**src/rtl/program_loader.sv**
```systemverilog
// Buffers a host program in a FIFO, then sequences the CPU through reset, instruction load
// and a second reset so execution restarts from PC 0 with the new program in memory.
module program_loader #(
    parameter int DEPTH      = 16,
    parameter int RST_CYCLES = 2
) (
    input  logic                   clk,
    input  logic                   Reset,
    input  logic                   in_valid,
    output logic                   in_ready,
    input  logic [31:0]            in_data,
    input  logic                   in_last,
    output logic                   CpuReset,
    output logic                   LoadInstructions,
    output logic [31:0]            Instruction,
    output logic [$clog2(DEPTH):0] word_count,
    output logic                   busy,
    output logic                   done,
    output logic                   overflow
);
    localparam int AW = $clog2(DEPTH);
    localparam int CW = AW + 1;
    localparam int RW = $clog2(RST_CYCLES) + 1;

    typedef enum logic [1:0] {IDLE, RST1, LOAD, RST2} state_t;

    state_t            state_reg, state_next;
    logic [31:0]       mem [DEPTH];
    logic [AW-1:0]     wr_ptr_reg, rd_ptr_reg;
    logic [CW-1:0]     level_reg;
    logic [CW-1:0]     word_count_reg, word_count_next;
    logic [RW-1:0]     rst_cnt_reg;
    logic [31:0]       instr_reg;
    logic              overflow_reg, ran_reg, done_reg;
    logic              push, pop, first_word, prog_end, rst_end, fifo_full, fifo_empty;

    assign fifo_empty      = (level_reg == '0);
    assign fifo_full       = (level_reg == CW'(DEPTH));
    assign first_word      = fifo_empty;
    assign rst_end         = (rst_cnt_reg == RW'(RST_CYCLES - 1));
    assign push            = (state_reg == IDLE) && in_valid && !fifo_full;
    assign word_count_next = first_word ? CW'(1) : word_count_reg + CW'(1);
    // A program ends on its marked last word or when it would no longer fit.
    assign prog_end        = push && (in_last || (word_count_next == CW'(DEPTH)));
    // Registered read: the head is fetched on the edge that opens each LOAD cycle.
    assign pop             = ((state_reg == RST1) && rst_end) ||
                             ((state_reg == LOAD) && !fifo_empty);

    // State register
    always_ff @(posedge clk or negedge Reset) begin
        if (!Reset) begin
            state_reg <= IDLE;
        end else begin
            state_reg <= state_next;
        end
    end

    // Next-state logic
    always_comb begin
        state_next = state_reg;
        case (state_reg)
            IDLE: if (prog_end)   state_next = RST1;
            RST1: if (rst_end)    state_next = LOAD;
            LOAD: if (fifo_empty) state_next = RST2;
            RST2: if (rst_end)    state_next = IDLE;
            default:              state_next = IDLE;
        endcase
    end

    // Outputs; the CPU is held in reset in IDLE until a program has been loaded once.
    always_comb begin
        in_ready         = (state_reg == IDLE) && !fifo_full;
        LoadInstructions = (state_reg == LOAD);
        CpuReset         = (state_reg != LOAD) && !((state_reg == IDLE) && ran_reg);
        busy             = (state_reg != IDLE);
        Instruction      = instr_reg;
        word_count       = word_count_reg;
        done             = done_reg;
        overflow         = overflow_reg;
    end

    always_ff @(posedge clk) begin
        if (push) begin
            mem[wr_ptr_reg] <= in_data;
        end
    end

    always_ff @(posedge clk or negedge Reset) begin
        if (!Reset) begin
            wr_ptr_reg     <= '0;
            rd_ptr_reg     <= '0;
            level_reg      <= '0;
            word_count_reg <= '0;
            rst_cnt_reg    <= '0;
            instr_reg      <= '0;
            overflow_reg   <= 1'b0;
            ran_reg        <= 1'b0;
            done_reg       <= 1'b0;
        end else begin
            if (push) begin
                wr_ptr_reg     <= wr_ptr_reg + AW'(1);
                level_reg      <= level_reg + CW'(1);
                word_count_reg <= word_count_next;
                // Cleared by every word of a program, set only by a truncating one.
                overflow_reg   <= prog_end && !in_last;
            end else if (pop) begin
                rd_ptr_reg <= rd_ptr_reg + AW'(1);
                level_reg  <= level_reg - CW'(1);
            end

            if (pop) begin
                instr_reg <= mem[rd_ptr_reg];
            end else begin
                instr_reg <= '0;
            end

            if (((state_reg == RST1) || (state_reg == RST2)) && !rst_end) begin
                rst_cnt_reg <= rst_cnt_reg + RW'(1);
            end else begin
                rst_cnt_reg <= '0;
            end

            done_reg <= (state_reg == RST2) && rst_end;
            if ((state_reg == RST2) && rst_end) begin
                ran_reg <= 1'b1;
            end
        end
    end
endmodule

```
**config.mk**
```make
export PLATFORM = sky130hd
export DESIGN_NAME = program_loader
export DESIGN_NICKNAME = d
export VERILOG_FILES = /design/src/rtl/program_loader.sv
export SDC_FILE = /design/constraint.sdc
export NUM_CORES = 1
export LEC_CHECK = 0
export ABC_CLOCK_PERIOD_IN_PS = 9100
export CORE_ASPECT_RATIO = 1.75
export CORE_MARGIN = 1.5
export CORE_UTILIZATION = 55
export DETAILED_ROUTE_END_ITERATION = 7
export PLACE_DENSITY = 0.84
export SLEW_MARGIN = 15
export SYNTH_ARGS = -nofsm -noshare
export SYNTH_HDL_FRONTEND = slang
export SYNTH_SLANG_ARGS = --single-unit
```
**constraint.sdc**
```tcl
create_clock -name clk -period 9.1 [get_ports clk]
set_input_delay 1.365 -clock clk [delete_from_list [all_inputs] [get_ports clk]]
set_output_delay 1.365 -clock clk [all_outputs]
set_load 0.02 [all_outputs]
```
==> summary.md, run 1 <==
| Metric | Value |
|---|---|
| Die outline height | 265.5 microns |
| Final Hold Fails | 0 |
| Post-synthesis sequential area ratio | 0.7756 |
| Cell taking the most area after synthesis | edfxtp_1 |
| Final Cycle Share | 0.4709 |
| Rows | 96 |
| Ant. Diodes | 0 |
| Hpwl dp | 23440 microns |
| Placed cells | 1476 |
| Max reg flops | 512 |
| Crit end category | register |
| Gr ovfl total | 0 |
| Final ANT Viol Nets | 0 |
| Failing checks | design-rule violations |
| Worst setup SP type | input port |
| Largest register by flop count | mem |
| Drt pass-1 iters | 7 |
| Initial antenna violation count | 0 |
| Final min period | 4.285 ns |
| Largest cells by area after synthesis | edfxtp_1 (71%), mux4_2 (17%), dfrtp_1 (6.6%) |
| Kind of critical path | input port to register |
| Slew headroom | 0.2418 |
| Synth-to-layout area growth | 13.98% |
| Top Ports | 79 |
| Global-route wire length before repair | 67300 microns |
| DRT Wirelength | 45480 microns |
| Synth Cell Area | 21660 sq um |
| Setup violators final | 0 |
| Vias/cell | 6.334 |
| Most frequent cells in the layout | edfxtp_1 (512), mux4_2 (160), clkdlybuf4s50_1 (77) |
| Slew @ Worst Pin | 1.137 ns |
| IO buf count | 78 |
| DR vias | 9912 |
| Root buffer cell | clkbuf_16 |
| Largest net degree at the start of global routing | 72 |
| Die width | 153.0 microns |
| Gate Count Post-Synth | 932 |
| Vias in the first global route | 10.62k |
| CTS H-tree depth | 2 |
| Cts repair resizes | 0 |
| Finished Cell Area | 24690 sq um |
| YS warnings | 0 |
| Power density of the placed cells | 291.1 nW/um^2 |
| Total core area | 39040 sq um |
| Critical path arrival | 4.51 ns |
| Critical Path RT | 9.32 ns |
| FFs w/ async S/R, synth | 0.1002 |
| Post-synth top area share | 0.7098 |
| Core Util, Final | 0.6325 |
| Post-Syn Nets | 984 |
| Post-synth EDFFs | 512 |
| CTS buffer count | 46 |
| Setup Fix Bufs, Post-CTS | 0 |
| Nets | 1089 |
| Finished Layout Cells | 1565 |
| Wire length per cell | 29.06 microns |
| Sink Count | 569 |
| CP Max Fanout | 23 |
| Layout cells sized above 1 | 0.2577 |
| Initial Util | 0.5549 |
| Mean Syn Cell Area | 23.24 sq um |
| Die area | 40630 sq um |
| Leading register cell type out of synthesis | edfxtp_1 |
| Clk_lat worst skew | 0.59 ns |
| Post-place instance area | 23100 sq um |
| Drt drc | 5 |
| Worst-path clk slew | 0.07 ns |
| Clk buf depth | 3 |
| Max-slew violations | 0 |
| Status | finished, violations left |
| Synth unique cells | 42 |
| Leading cell type in the layout, fill and taps excluded | edfxtp_1 |
| Setup TNS | 0 ns |
| Cts hold-fix bufs | 0 |
| Max-cap viol count | 0 |
| Leakage power | 7.969 nW |
| Synth Register Bits | 569 |
| Total track usage | 0.2296 |
| RSZ-0062 raised after global routing | no |
| Gp weighted congestion | 0.7614 |
| Clk_skew | 0.01804 ns |
| Worst VDD drop | 0.0001705 V |
| TritonCTS clock tree | built |
| Fmax | 0.2334 GHz |
| Worst min path class | register to register |
| 1st-iter DRT viols | 1124 |
[synth_stat cells, types with 6 or more instances]
library cell	instances
inv_1	14
edfxtp_1	512
buf_4	10
buf_1	10
xnor2_1	8
ha_1	15
nor2_1	18
mux4_2	160
nor3_1	7
buf_2	6
o21ai_0	6
nand2_1	13
a21oi_1	10
clkbuf_1	17
dfrtp_1	57
nor2b_1	32
[cell type report]
cell class,instances,area (sq um)
clock buffer,76,1395
clock inverter,10,123.9
fill,2381,14350
inverter,14,52.55
multi-input combinational,305,4701
sequential,569,16810
tap,490,613.1
timing repair buffer,101,993.5
[cells by family (layout without fill, tap and decap cells)]
| logic type | count (synthesis) | in the layout | synth area share |
|---|---|---|---|
| buffers and inverters | 58 | 201 | 0.01248 |
| muxes | 165 | 165 | 0.1688 |
| adders and majority gates | 16 | 16 | 0.009588 |
| DFF | 569 | 569 | 0.7756 |
| and+or+nand+nor | 86 | 86 | 0.02108 |
| AOI/OAI and AO/OA | 28 | 28 | 0.008375 |
| xor gates and xnor gates | 10 | 10 | 0.004043 |
[worst paths after layout]
check / startpoint / to / slack (ns) / depth (start not counted)
min reg2reg: rst_cnt_reg[0] / rst_cnt_reg[0] / 0.45 / 1
max reg2reg: state_reg[0] / mem[3][25] / 5.31 / 8
max in group asynchronous: Reset / rd_ptr_reg[1] / 7.51 / 2
max: in_valid / mem[3][25] / 4.81 / 7
min in group asynchronous: Reset / Instruction[6] / 0.97 / 2
min: rst_cnt_reg[0] / rst_cnt_reg[0] / 0.45 / 1
[routing by layer]
metal | global-route usage | wire length, microns | vias up
met5 | 0 | 0 | -
met4 | 0.1142 | 1657 | 0
li1 | - | - | 4078
met1 | 0.2774 | 16260 | 5260
met2 | 0.4053 | 24820 | 481
met3 | 0.03340 | 2748 | 93
[through the flow]
| step | hold slack, ns | setup WS, ns | total power [mW] |
|---|---|---|---|
| 2_1_floorplan | 0.4099 | 4.288 | 4.652 |
| 3_3_place_gp | 0.4201 | 4.456 | 5.165 |
| 6_report | 0.4508 | 4.815 | 7.188 |
| 5_1_grt | 0.4889 | 4.578 | 7.454 |
| 4_1_cts | 0.4623 | 4.811 | 7.231 |
| 3_5_place_dp | 0.4319 | 4.294 | 5.233 |
[power by group]
group / switching [mW] / total, mW / internal (mW)
combinational: 0.882 / 1.91 / 1.02
sequential: 0.247 / 3.28 / 3.03
clock: 0.894 / 2.01 / 1.11
total: 2.02 / 7.19 / 5.16
[critical path, stage by stage]
cell,delay [ns]
clkdlybuf4s50_1,0.49
nand2_1,0.09
a21o_1,0.30
inv_1,0.42
nand2_1,0.37
nor3_2,0.89
buf_4,0.55
Power figures use the tool's default switching activity.
==> inputs of run 2 (changes only) <==
- ABC_CLOCK_PERIOD_IN_PS: 9100 -> 4000
- clock period: 9.1 -> 4 ns (I/O delays scaled with it)
==> summary.md, run 2 (synthesis gave the netlist of run 1 again) <==
| Metric | Value |
|---|---|
| R2R Setup Slk | 0.91 ns |
| Layout cells sized above 1 | 0.2787 |
| Cts repair resizes | 0 |
| Leading cell type in the layout, fill and taps excluded | edfxtp_1 |
| FF-to-FF End | mem[9][26] |
| Gp weighted congestion | 0.7891 |
| Max reg flops | 512 |
| Wire length per cell | 30.61 microns |
| Hold EP | rst_cnt_reg[0] |
| Final worst slack | 0.9071 ns |
| Setup TNS | 0 ns |
| Initial Util | 0.5549 |
| Synth-to-layout area growth | 15.09% |
| Post-place instance area | 23330 sq um |
| Vias/cell | 6.327 |
| Worst min path class | register to register |
| Top Ports | 79 |
| Seq pwr share | 0.436 |
| Status | finished, violations left |
| Drt drc | 4 |
| Total core area | 39040 sq um |
| Die width | 153.0 microns |
| Root buffer cell | clkbuf_16 |
| Leakage power | 8.073 nW |
| Sink Count | 569 |
| R2R cell count | 8 |
| WHS Path Cells | 1 |
| Fmax | 0.3233 GHz |
| DRT Wirelength | 48270 microns |
| Core Util, Final | 0.6387 |
| Most frequent cells in the layout | edfxtp_1 (512), mux4_2 (160), clkdlybuf4s50_1 (77) |
| CP Max Fanout | 18 |
| TritonCTS clock tree | built |
| Drt pass-1 iters | 8 |
| Final min period | 3.093 ns |
| Final Cycle Share | 0.7732 |
| RR Startpoint | state_reg[0] |
| Clk buf depth | 3 |
| Highest cell delay on the worst timing path | 0.64 ns |
| CP cell instances | inv_1, ha_1, nand2_1, a21o_1, inv_1, nand2_1, nor2_4, buf_4 |
| Worst-path clk slew | 0.07 ns |
| Ant. Diodes | 0 |
| Largest net degree at the start of global routing | 60 |
| IO buf count | 78 |
| Vias in the first global route | 10.62k |
| Pre-CTS setup slack | 0.6654 ns |
| Sw power | 4.913 mW |
| Power share of the combinational group | 0.285 |
| Worst VDD drop | 0.0005636 V |
| Critical Path RT | 4.27 ns |
| Slew headroom | 0.2781 |
| Power density of the placed cells | 671.2 nW/um^2 |
| Final Hold Fails | 0 |
| Failing checks | design-rule violations |
| Hold path startpoint | rst_cnt_reg[0] |
| Largest register by flop count | mem |
| CTS buffer count | 48 |
| Rows | 96 |
| Final ANT Viol Nets | 0 |
| DR vias | 9978 |
| Crit-path slowest cell | nor2_4 |
| 1st-iter DRT viols | 1104 |
| Gr ovfl total | 0 |
| Hpwl dp | 28450 microns |
| Max-cap viol count | 0 |
| Clock Power Share | 0.279 |
| RSZ-0062 raised after global routing | no |
| Nets | 1100 |
| CTS H-tree depth | 2 |
| Kind of critical path | register to register |
| Clk_skew | 0.03284 ns |
| Total track usage | 0.2455 |
| Critical path arrival | 3.36 ns |
| P_int | 11.82 mW |
| Sw Share | 0.2936 |
| Initial antenna violation count | 0 |
| Crit end category | register |
| Die area | 40630 sq um |
| Finished Cell Area | 24930 sq um |
| Global-route wire length before repair | 70970 microns |
| Hold Worst Slack | 0.4359 ns |
| Die outline height | 265.5 microns |
| Max-slew violations | 0 |
| Setup violators final | 0 |
| Clk_lat worst skew | 0.58 ns |
| Slew @ Worst Pin | 1.083 ns |
| Worst setup SP type | register |
## run 2: changes by cell type in the layout (fill, tap and decap cells not counted), sizes merged
cell / delta
clkinvlp: +7
dlygate4sd3: +1
clkbuf: -24
inv: +2
buf: +8
bufinv: +2
clkinv: +16
## run 2: area by class of cell
cell class,instances,area (sq um)
Clock buffer,52,1226
Clock inverter,37,340.3
Fill cell,2362,14110
Inverter,14,52.55
Multi-Input combinational cell,305,4720
Sequential cell,569,16810
Tap cell,490,613.1
Timing Repair Buffer,110,1169
## run 2: worst max-delay path by stage
stage / depth (start not counted) / startpoint / slack [ns] / to
after global routing: 10 / level_reg[1] / 0.68 / level_reg[4]
after floorplan: 7 / state_reg[0] / 0.17 / mem[3][0]
final: 8 / state_reg[0] / 0.91 / mem[9][26]
after global placement: 7 / in_valid / 0.77 / mem[8][24]
after CTS: 8 / state_reg[0] / 0.88 / mem[9][27]
after detailed placement: 7 / in_valid / 0.67 / mem[10][21]
## run 2: per-stage QoR
step / std cells / total power [mW]
floorplan: 932 / 10.59
global placement: 1486 / 12.07
detailed placement: 1486 / 12.18
CTS: 1575 / 16.86
global route: 1577 / 17.31
finish: 1577 / 16.73
## run 2: power groups by stage
stage / logic [mW] / registers (mW) / clock network, mW
final: 4.76 / 7.30 / 4.67
after global routing: 5.04 / 7.34 / 4.92
after CTS: 4.83 / 7.30 / 4.73
after detailed placement: 4.77 / 7.40 / 0
after global placement: 4.70 / 7.37 / 0
after floorplan: 3.33 / 7.26 / 0
## run 2: repair_timing
action	4_1_cts	5_1_grt
setup buffers	0	0
hold buffers	0	1
endpoints found under the setup margin	0	0
hold endpoints to repair	0	13
## run 2: worst max-delay path: cells and delay by family (launching register included)
family	cells	cell delay [ns]
simple gates	3	1.07
buf+inv	3	0.73
flops	1	0.41
compound gates	1	0.32
fa+ha+maj	1	0.24
## run 2: metal layers
layer,share of wire,up-vias,GRT usage
met1,0.34,5229,0.2881
met5,0,-,0
met4,0.050,0,0.1211
met2,0.55,530,0.4442
li1,-,4094,-
met3,0.059,125,0.03324
